<file path="config.mk">
export PLATFORM = sky130hd
export DESIGN_NAME = cache_port_arbiter
export DESIGN_NICKNAME = d
export VERILOG_FILES = /design/src/rtl/cache_arbiter_pkg.sv /design/src/rtl/rr_priority_select.sv /design/src/rtl/cache_port_arbiter.sv
export SDC_FILE = /design/constraint.sdc
export NUM_CORES = 1
export LEC_CHECK = 0
export BUFFER_PORTS_ARGS = -buffer_cell sky130_fd_sc_hd__buf_2
export CAP_MARGIN = 20
export CORE_UTILIZATION = 47
export CTS_CLUSTER_DIAMETER = 80
export DETAILED_ROUTE_END_ITERATION = 7
export PLACE_DENSITY = 0.89
export SLEW_MARGIN = 5
export SYNTH_ARGS = -nofsm -noshare
export SYNTH_HDL_FRONTEND = slang
export SYNTH_HIERARCHICAL = 1
export SYNTH_SLANG_ARGS = --single-unit
</file>
<file path="constraint.sdc">
create_clock -name clk -period 8.3 [get_ports clk]
set_input_delay 2.49 -clock clk [delete_from_list [all_inputs] [get_ports clk]]
set_output_delay 2.49 -clock clk [all_outputs]
set_load 0.05 [all_outputs]
</file>
<file path="src/rtl/cache_arbiter_pkg.sv">
// Shared types and helpers for the cache lookup-port arbiter.
package cache_arbiter_pkg;

  // Arbiter FSM states, in transaction order.
  typedef enum logic [1:0] {
    IDLE    = 2'd0,
    ISSUE   = 2'd1,
    CAPTURE = 2'd2,
    DELIVER = 2'd3
  } arb_state_t;

  // Width of a requester index. A single requester still needs one bit
  // so that index vectors never collapse to zero width.
  function automatic int ptr_width(input int n);
    return (n <= 2) ? 1 : $clog2(n);
  endfunction

endpackage

</file>
<file path="src/rtl/rr_priority_select.sv">
// Combinational round-robin search: the first set bit of req, starting at
// ptr and wrapping modulo N. N need not be a power of two, so the wrap is
// an explicit compare-and-subtract rather than natural index overflow.
module rr_priority_select #(
  parameter int N = 4,
  parameter int W = 2
) (
  input  logic [N-1:0] req,
  input  logic [W-1:0] ptr,
  output logic [W-1:0] grant_idx,
  output logic         any
);

  // Walk the N candidates in priority order; the first hit wins.
  always_comb begin
    int          idx;
    logic [W-1:0] cand;
    grant_idx = '0;
    any       = 1'b0;
    idx       = 0;
    cand      = '0;
    for (int off = 0; off < N; off++) begin
      idx = int'(ptr) + off;
      if (idx >= N) begin
        idx = idx - N;
      end
      cand = W'(idx);
      if (!any && req[cand]) begin
        grant_idx = cand;
        any       = 1'b1;
      end
    end
  end

endmodule

</file>
<file path="src/rtl/cache_port_arbiter.sv">
// Round-robin arbiter sharing one cache lookup port among NUM_REQ
// requesters. One transaction at a time: grant, issue the address, capture
// the cache word, deliver it to the owner, then rotate priority.
//
//   state   | meaning
//   --------+-----------------------------------------------------------
//   IDLE    | no transaction; arbitrate, pulse req_ready to the winner
//   ISSUE   | cache_addr_valid high, waiting for cache_addr_ready
//   CAPTURE | cache_data is valid this cycle; register it
//   DELIVER | resp_valid to the owner until it asserts its resp_ready
module cache_port_arbiter
  import cache_arbiter_pkg::*;
#(
  parameter int NUM_REQ    = 4,
  parameter int ADDR_WIDTH = 16,
  parameter int DWIDTH     = 16
) (
  input  logic                          clk,
  input  logic                          reset,
  input  logic [NUM_REQ-1:0]            req_valid,
  input  logic [NUM_REQ*ADDR_WIDTH-1:0] req_addr,
  output logic [NUM_REQ-1:0]            req_ready,
  output logic [NUM_REQ-1:0]            resp_valid,
  output logic [DWIDTH-1:0]             resp_data,
  input  logic [NUM_REQ-1:0]            resp_ready,
  output logic                          cache_addr_valid,
  output logic [ADDR_WIDTH-1:0]         cache_addr,
  input  logic                          cache_addr_ready,
  input  logic [DWIDTH-1:0]             cache_data,
  output logic                          busy
);

  localparam int PW = ptr_width(NUM_REQ);

  arb_state_t            state;
  logic [PW-1:0]         rr_ptr;
  logic [PW-1:0]         grant;
  logic [PW-1:0]         ptr_next;
  logic [PW-1:0]         sel_idx;
  logic                  sel_any;
  logic [ADDR_WIDTH-1:0] addr_arr [NUM_REQ];
  logic [NUM_REQ-1:0]    grant_onehot;

  rr_priority_select #(
    .N (NUM_REQ),
    .W (PW)
  ) u_rr_sel (
    .req       (req_valid),
    .ptr       (rr_ptr),
    .grant_idx (sel_idx),
    .any       (sel_any)
  );

  // Unpack the flattened address bus into one word per requester.
  always_comb begin
    for (int i = 0; i < NUM_REQ; i++) begin
      addr_arr[i] = req_addr[i*ADDR_WIDTH +: ADDR_WIDTH];
    end
  end

  // One-hot form of the locked grant, used to drive resp_valid.
  always_comb begin
    grant_onehot        = '0;
    grant_onehot[grant] = 1'b1;
  end

  // Priority rotates to the requester after the one just served.
  assign ptr_next = (grant == PW'(NUM_REQ - 1)) ? '0 : grant + 1'b1;

  // req_ready is a same-cycle pulse in IDLE only, so a requester sees the
  // take in the very cycle it is arbitrated; held low while in reset.
  always_comb begin
    req_ready = '0;
    if (state == IDLE && sel_any && !reset) begin
      req_ready[sel_idx] = 1'b1;
    end
  end

  assign busy = (state != IDLE);

  // Transaction FSM with its address, grant and data registers.
  always_ff @(posedge clk) begin
    if (reset) begin
      state            <= IDLE;
      rr_ptr           <= '0;
      grant            <= '0;
      cache_addr       <= '0;
      cache_addr_valid <= 1'b0;
      resp_valid       <= '0;
      resp_data        <= '0;
    end else begin
      case (state)
        IDLE: begin
          if (sel_any) begin
            grant            <= sel_idx;
            cache_addr       <= addr_arr[sel_idx];
            cache_addr_valid <= 1'b1;
            state            <= ISSUE;
          end
        end
        ISSUE: begin
          // A cache miss just stretches this state; there is no timeout.
          if (cache_addr_ready) begin
            cache_addr_valid <= 1'b0;
            state            <= CAPTURE;
          end
        end
        CAPTURE: begin
          // The cache drives data_out the cycle after addr_in_ready.
          resp_data  <= cache_data;
          resp_valid <= grant_onehot;
          state      <= DELIVER;
        end
        DELIVER: begin
          // Only the owner's acceptance ends the transaction.
          if (resp_ready[grant]) begin
            resp_valid <= '0;
            rr_ptr     <= ptr_next;
            state      <= IDLE;
          end
        end
        default: begin
          state <= IDLE;
        end
      endcase
    end
  end

endmodule

</file>
# Yosys cells after proc, flatten, opt, wreduce, memory -nomap -nowiden
# Cells that the tools add are included.
[op_classes] add_sub_neg=8 order_cmp=13 n_eq_ne=7 muxes=40 n_bitwise=1 reduce_logical=20
[ops] cell="$bmux W16 S2" n=1
[ops] cell="$mux W16" n=2
[ops] cell="$mux W2" n=12
[ops] cell="$lt A2 B3 Y1 const B" n=6
[ops] cell="$mux W1" n=13
[ops] cell="$ge A3 B3 Y1 const B" n=4
[ops] cell="$bmux W1 S2" n=5
[ops] cell="$mux W4" n=2
[ops] cell="$pmux W2 S4" n=1
[ops] cell="$pmux W4 S2" n=1
[ops] cell="$sub A2 B1 Y2 const B" n=4
[ops] cell="$logic_and A1 B1 Y1" n=7
[ops] cell="$add A2 B2 Y3 const B" n=2
[ops] cell="$eq A2 B2 Y1 const B" n=3
[ops] cell="$ne A2 B2 Y1 const B" n=3
[ops] cell="$reduce_and A2 Y1" n=3
[ops] cell="$reduce_and A3 Y1" n=2
[ops] cell="$reduce_bool A2 Y1" n=3
[ops] cell="$demux W1 S2" n=2
[ops] cell="$ge A2 B1 Y1 const B" n=2
[ops] cell="$logic_not A1 Y1" n=4
[ops] cell="$add A2 B1 Y3 const B" n=1
[ops] cell="$ge A2 B3 Y1 const B" n=1
[ops] cell="$not A2 Y3" n=1
[ops] cell="other kinds (4)" n=4
[word_totals] ff_bits=43 wordCells=96

# Logic depth before layout (Yosys ltp)
[logic_depth] ltp_word=19 mapped_depth=8

# By module
# The synthesis kept the hierarchy.
[by_module_without_submodules] module="cache_port_arbiter" instances=1 cells_per_inst=220 area_each_um2=2168.3 seq_area_each_um2=860.8
[by_module_without_submodules] module="rr_priority_select" instances=1 cells_per_inst=15 area_each_um2=77.6 seq_area_each_um2=0.0

# Worst setup path before layout
# OpenSTA, ideal clock, no wires.
[synth_timing] path_kind="input -> output" startpoint="input port req_valid[1]" endpoint="output port req_ready[1]" t_arrival_ns=5.010 t_required_ns=5.810 slack_ns=0.800 stages=5 path_buffers=1 path_cell_list="inv_1 > a221o_1 > a21oi_1 > buf_4 > nor4b_1"
[synth_via] elab_chain_len=17 elab_cells_between_ends=30
[synth_lines] item="start, declared" line="cache_port_arbiter.sv:20" text="input logic [NUM_REQ-1:0] req_valid,"
[synth_lines] item="$bmux W1 S2" line="rr_priority_select.sv:28" text="if (!any && req[cand]) begin"
[synth_lines] item="$mux W1 (not written as such)" line="rr_priority_select.sv:28"
[synth_lines] item="$mux W1" line="rr_priority_select.sv:28"
[synth_lines] item="$logic_not A1 Y1" line="rr_priority_select.sv:28"
[synth_lines] item="$logic_and A1 B1 Y1" line="rr_priority_select.sv:28"
[synth_lines] item="$mux W1" line="rr_priority_select.sv:28"
[synth_lines] item="$logic_not A1 Y1" line="rr_priority_select.sv:28"
[synth_lines] item="$logic_and A1 B1 Y1" line="rr_priority_select.sv:28"
[synth_lines] item="[2 not listed]"
[synth_lines] item="$logic_and A1 B1 Y1" line="rr_priority_select.sv:28"
[synth_lines] item="$mux W2 (*)" line="rr_priority_select.sv:28"
[synth_lines] item="via sel_idx[0]" line="cache_port_arbiter.sv:39" text="logic [PW-1:0] sel_idx;"
[synth_lines] item="$lt A2 B3 Y1 (not written as such) / $ge A2 B1 Y1 (equally long branches)" line="cache_port_arbiter.sv:75" text="req_ready[sel_idx] = 1'b1;"
[synth_lines] item="$logic_and A1 B1 Y1 (not written as such)" line="cache_port_arbiter.sv:75"
[synth_lines] item="$mux W1 (not written as such)" line="cache_port_arbiter.sv:75"
[synth_lines] item="$demux W1 S2 (*)" line="cache_port_arbiter.sv:75"
[synth_lines] item="$mux W4 (*)" line="cache_port_arbiter.sv:74" text="if (state == IDLE && sel_any && !reset) begin"
[synth_lines] item="end, declared" line="cache_port_arbiter.sv:22" text="output logic [NUM_REQ-1:0] req_ready,"
# Mark *: on every way through the listed nets, which the timed path passes. The rest lies on a longest branch. The select of a mux whose other input is x is not followed.

# Final worst setup path
[layout_timing] startpoint="input port req_valid[1]" endpoint="output port req_ready[0]"
# The elaborated chain is that of the path after synthesis.

==> flow_metrics.tcl <==
set metrics [dict create \
    status "finished, violations left" \
    violations "design-rule violations" \
    nets 463 \
    clock_sinks 43 \
    powerDensity_nw_per_um2 299 \
    grt_pass1_wl_um 8800 \
    synthesis.nets 335 \
    cts_tree "done" \
    path_clk_slew_ns 0.09 \
    post_cts_resized 0 \
    utilization_pct 67.6 \
    tns_ns 0 \
    cts_setup_buffers 0 \
    drc 11 \
    syn2layout_area_growth_pct 34.8 \
    cts_root_buffer "clkbuf_8" \
    cts_buffers 5 \
    grt_pass1_vias 2003 \
    core-area_sq_um 4470 \
    cp-end-kind "output pin" \
    grt_usage_pct 22.4 \
    synth.distinct_cells 30 \
    crit_path_max_fanout 11 \
    gp_congestion 0.845 \
    netlist_area_sq_um 2250 \
    avgSynthCellArea_sq_um 9.56 \
    critPathMaxStageDelay_ns 0.59 \
    path_buf_inv 4 \
    finalWirelength_um 5510 \
    critPathSlowestCell "a21oi_2" \
    dp_hpwl_um 4250 \
    slew-limit-headroom_pct 33.9 \
    worst_pin_slew_ns 0.991 \
    hold_class "reg -> reg" \
    design.die.area_sq_um 5060 \
    crit_required_ns 5.81 \
    initial_core_util_pct 50.2 \
    finalCritPeriodShare_pct 81.7 \
    crit_type "in -> out" \
    cpMostUsedCell "buf_2" \
    clockBufferDepth 2 \
    hold_viol_final 0 \
    ys_seq_area_share_pct 38.3 \
    viasPerCell 5.18 \
    wl_per_cell_um 13.2 \
    startpoint_type "input pin" \
    yosys_register_bits 43 \
    drive_above_1_share_pct 46.2 \
    setup_viol 0 \
    io_pins 133 \
    die_y_um 71.1 \
    drtIter0Drc 109 \
    cap_violations 0 \
    portBuffers 132 \
    antenna_found_initial 0 \
    ant_nets 0 \
    clkLatencyLatePin_ns 0.30 \
    leakagePower_nw 1.47 \
    clock_skew_ns 0.00872 \
    yosysWarnings 6 \
    dr.pass1.iters 6 \
    htreeDepth 2 \
    rsz0062_at_grt "no" \
    holdWs_ns 0.458 \
    vias 2154 \
    grt_max_degree 27 \
    crit_family "compound AO/OA/AOI/OAI gates" \
    overflow 0 \
    diodes 0 \
    syn_inst 235 \
    slew_violations 0 \
    period_needed_ns 6.79 \
    worstPathCellList "buf_2 -> inv_1 -> a221o_1 -> a21oi_2 -> buf_4 -> nor4_1 -> buf_2" \
    peakVddDrop_v 0.000129 \
    die_x_um 71.1 \
    rows 24 \
    ctsHoldBuffers 0 \
    fmax_mhz 147 \
    crit_arrival_ns 4.29 \
]
Yosys cell counts:
library cell | number | area [sq um]
a211oi_1 | 1 | 7.51
a21oi_1 | 24 | 120
a221o_1 | 1 | 10.0
a22oi_1 | 1 | 7.51
a31oi_1 | 4 | 25.0
buf_1 | 2 | 7.51
buf_2 | 3 | 15.0
buf_4 | 2 | 15.0
buf_6 | 1 | 11.3
clkbuf_1 | 7 | 26.3
dfxtp_1 | 43 | 861
ha_1 | 9 | 113
inv_1 | 15 | 56.3
inv_2 | 1 | 3.75
mux2_2 | 2 | 22.5
mux2i_1 | 19 | 190
mux4_2 | 17 | 383
nand2_1 | 40 | 150
nand2_4 | 1 | 11.3
nand2b_1 | 5 | 31.3
nand3_1 | 1 | 5.00
nand4_1 | 1 | 6.26
nor2_1 | 27 | 101
nor4_1 | 1 | 6.26
nor4b_1 | 2 | 17.5
nor4bb_1 | 1 | 10.0
o21ai_0 | 1 | 5.00
o21bai_1 | 1 | 7.51
o221a_2 | 1 | 11.3
o221ai_1 | 1 | 8.76
stage by stage:
stage	total power, mW	worst slack (ns)	instances	cell area [sq um]
after floorplan	0.662	0.800	235	2250
after global placement	0.762	1.53	408	2930
after detailed placement	0.776	1.48	408	2930
after CTS	0.911	1.48	416	3030
after global routing	0.965	1.28	416	3030
final	0.904	1.52	416	3030
power breakdown:
group | switching [mW] | internal [mW] | total, mW
registers | 0.0284 | 0.255 | 0.284
logic | 0.336 | 0.149 | 0.484
clock network | 0.0761 | 0.0601 | 0.136
logic make-up (layout without fill, tap and decap cells):
kind of cell               Yosys count  after routing  synth area share [%]
buffers and inverters               31            160                  6.02
and+or+nand+nor                     79             79                  15.1
DFF                                 43             43                  38.3
AOI/OAI and AO/OA                   35             35                  9.03
adders and majority gates            9              9                  5.01
muxes                               38             38                  26.5
tightest hold or removal path: stages, from the launching register on:
cell	delay [ns]
dfxtp_1	0.32
nand2_1	0.05
a21oi_1	0.05
sequential cells by signal, summed over array words and instances, names as in the netlist:
register,flops
resp_data,16
rr_ptr,2
state,2
cache_addr_valid,1
resp_valid,4
cache_addr,16
grant,2
cell type report:
cell class,count,area [sq um]
fillers,364,1450
flip-flops and latches,43,861
inverters,16,60.1
repair buffers,136,691
clock inverters,3,23.8
well taps,52,65.1
multi-input cells,161,1260
clock buffers,5,68.8
path summary, 6_finish.rpt:
check	startpoint	endpoint	slack, ns	cells past startpoint
setup reg to reg	rr_ptr[0]	cache_addr[10]	5.77	7
hold reg to reg	cache_addr[7]	cache_addr[7]	0.46	2
setup / recovery	req_valid[1]	req_ready[0]	1.52	7
hold / removal	cache_addr[7]	cache_addr[7]	0.46	2
layout by cell type, fill, tap and decap left out:
master	synthesis	final
a211oi_1	1	1
a21oi_1	24	22
a21oi_2	0	2
a221o_1	1	1
a22oi_1	1	1
a31oi_1	4	4
buf_2	3	132
buf_4	2	4
clkbuf_8	0	5
clkinvlp_4	0	2
dfxtp_1	43	43
ha_1	9	9
inv_1	15	15
inv_2	1	1
inv_6	0	1
mux2_2	2	2
mux2i_1	19	19
mux4_2	17	17
nand2_1	40	40
nand2_4	1	1
nand2b_1	5	5
nand3_1	1	1
nand4_1	1	1
nor2_1	27	27
nor4_1	1	1
nor4b_1	2	2
nor4bb_1	1	1
o21ai_0	1	1
o21bai_1	1	1
o221a_2	1	1
o221ai_1	1	1
layer usage:
| metal | wire [um] | vias to the layer above | GRT usage [%] |
|---|---|---|---|
| met2 | 2780 | 110 | 40.2 |
| li1 | - | 1066 | - |
| met3 | 426 | 5 | 6.27 |
| met1 | 2250 | 973 | 26.0 |
| met4 | 44 | 0 | 6.89 |
| met5 | 0 | - | 0 |
No activity file was read; power rests on OpenSTA's default activity.
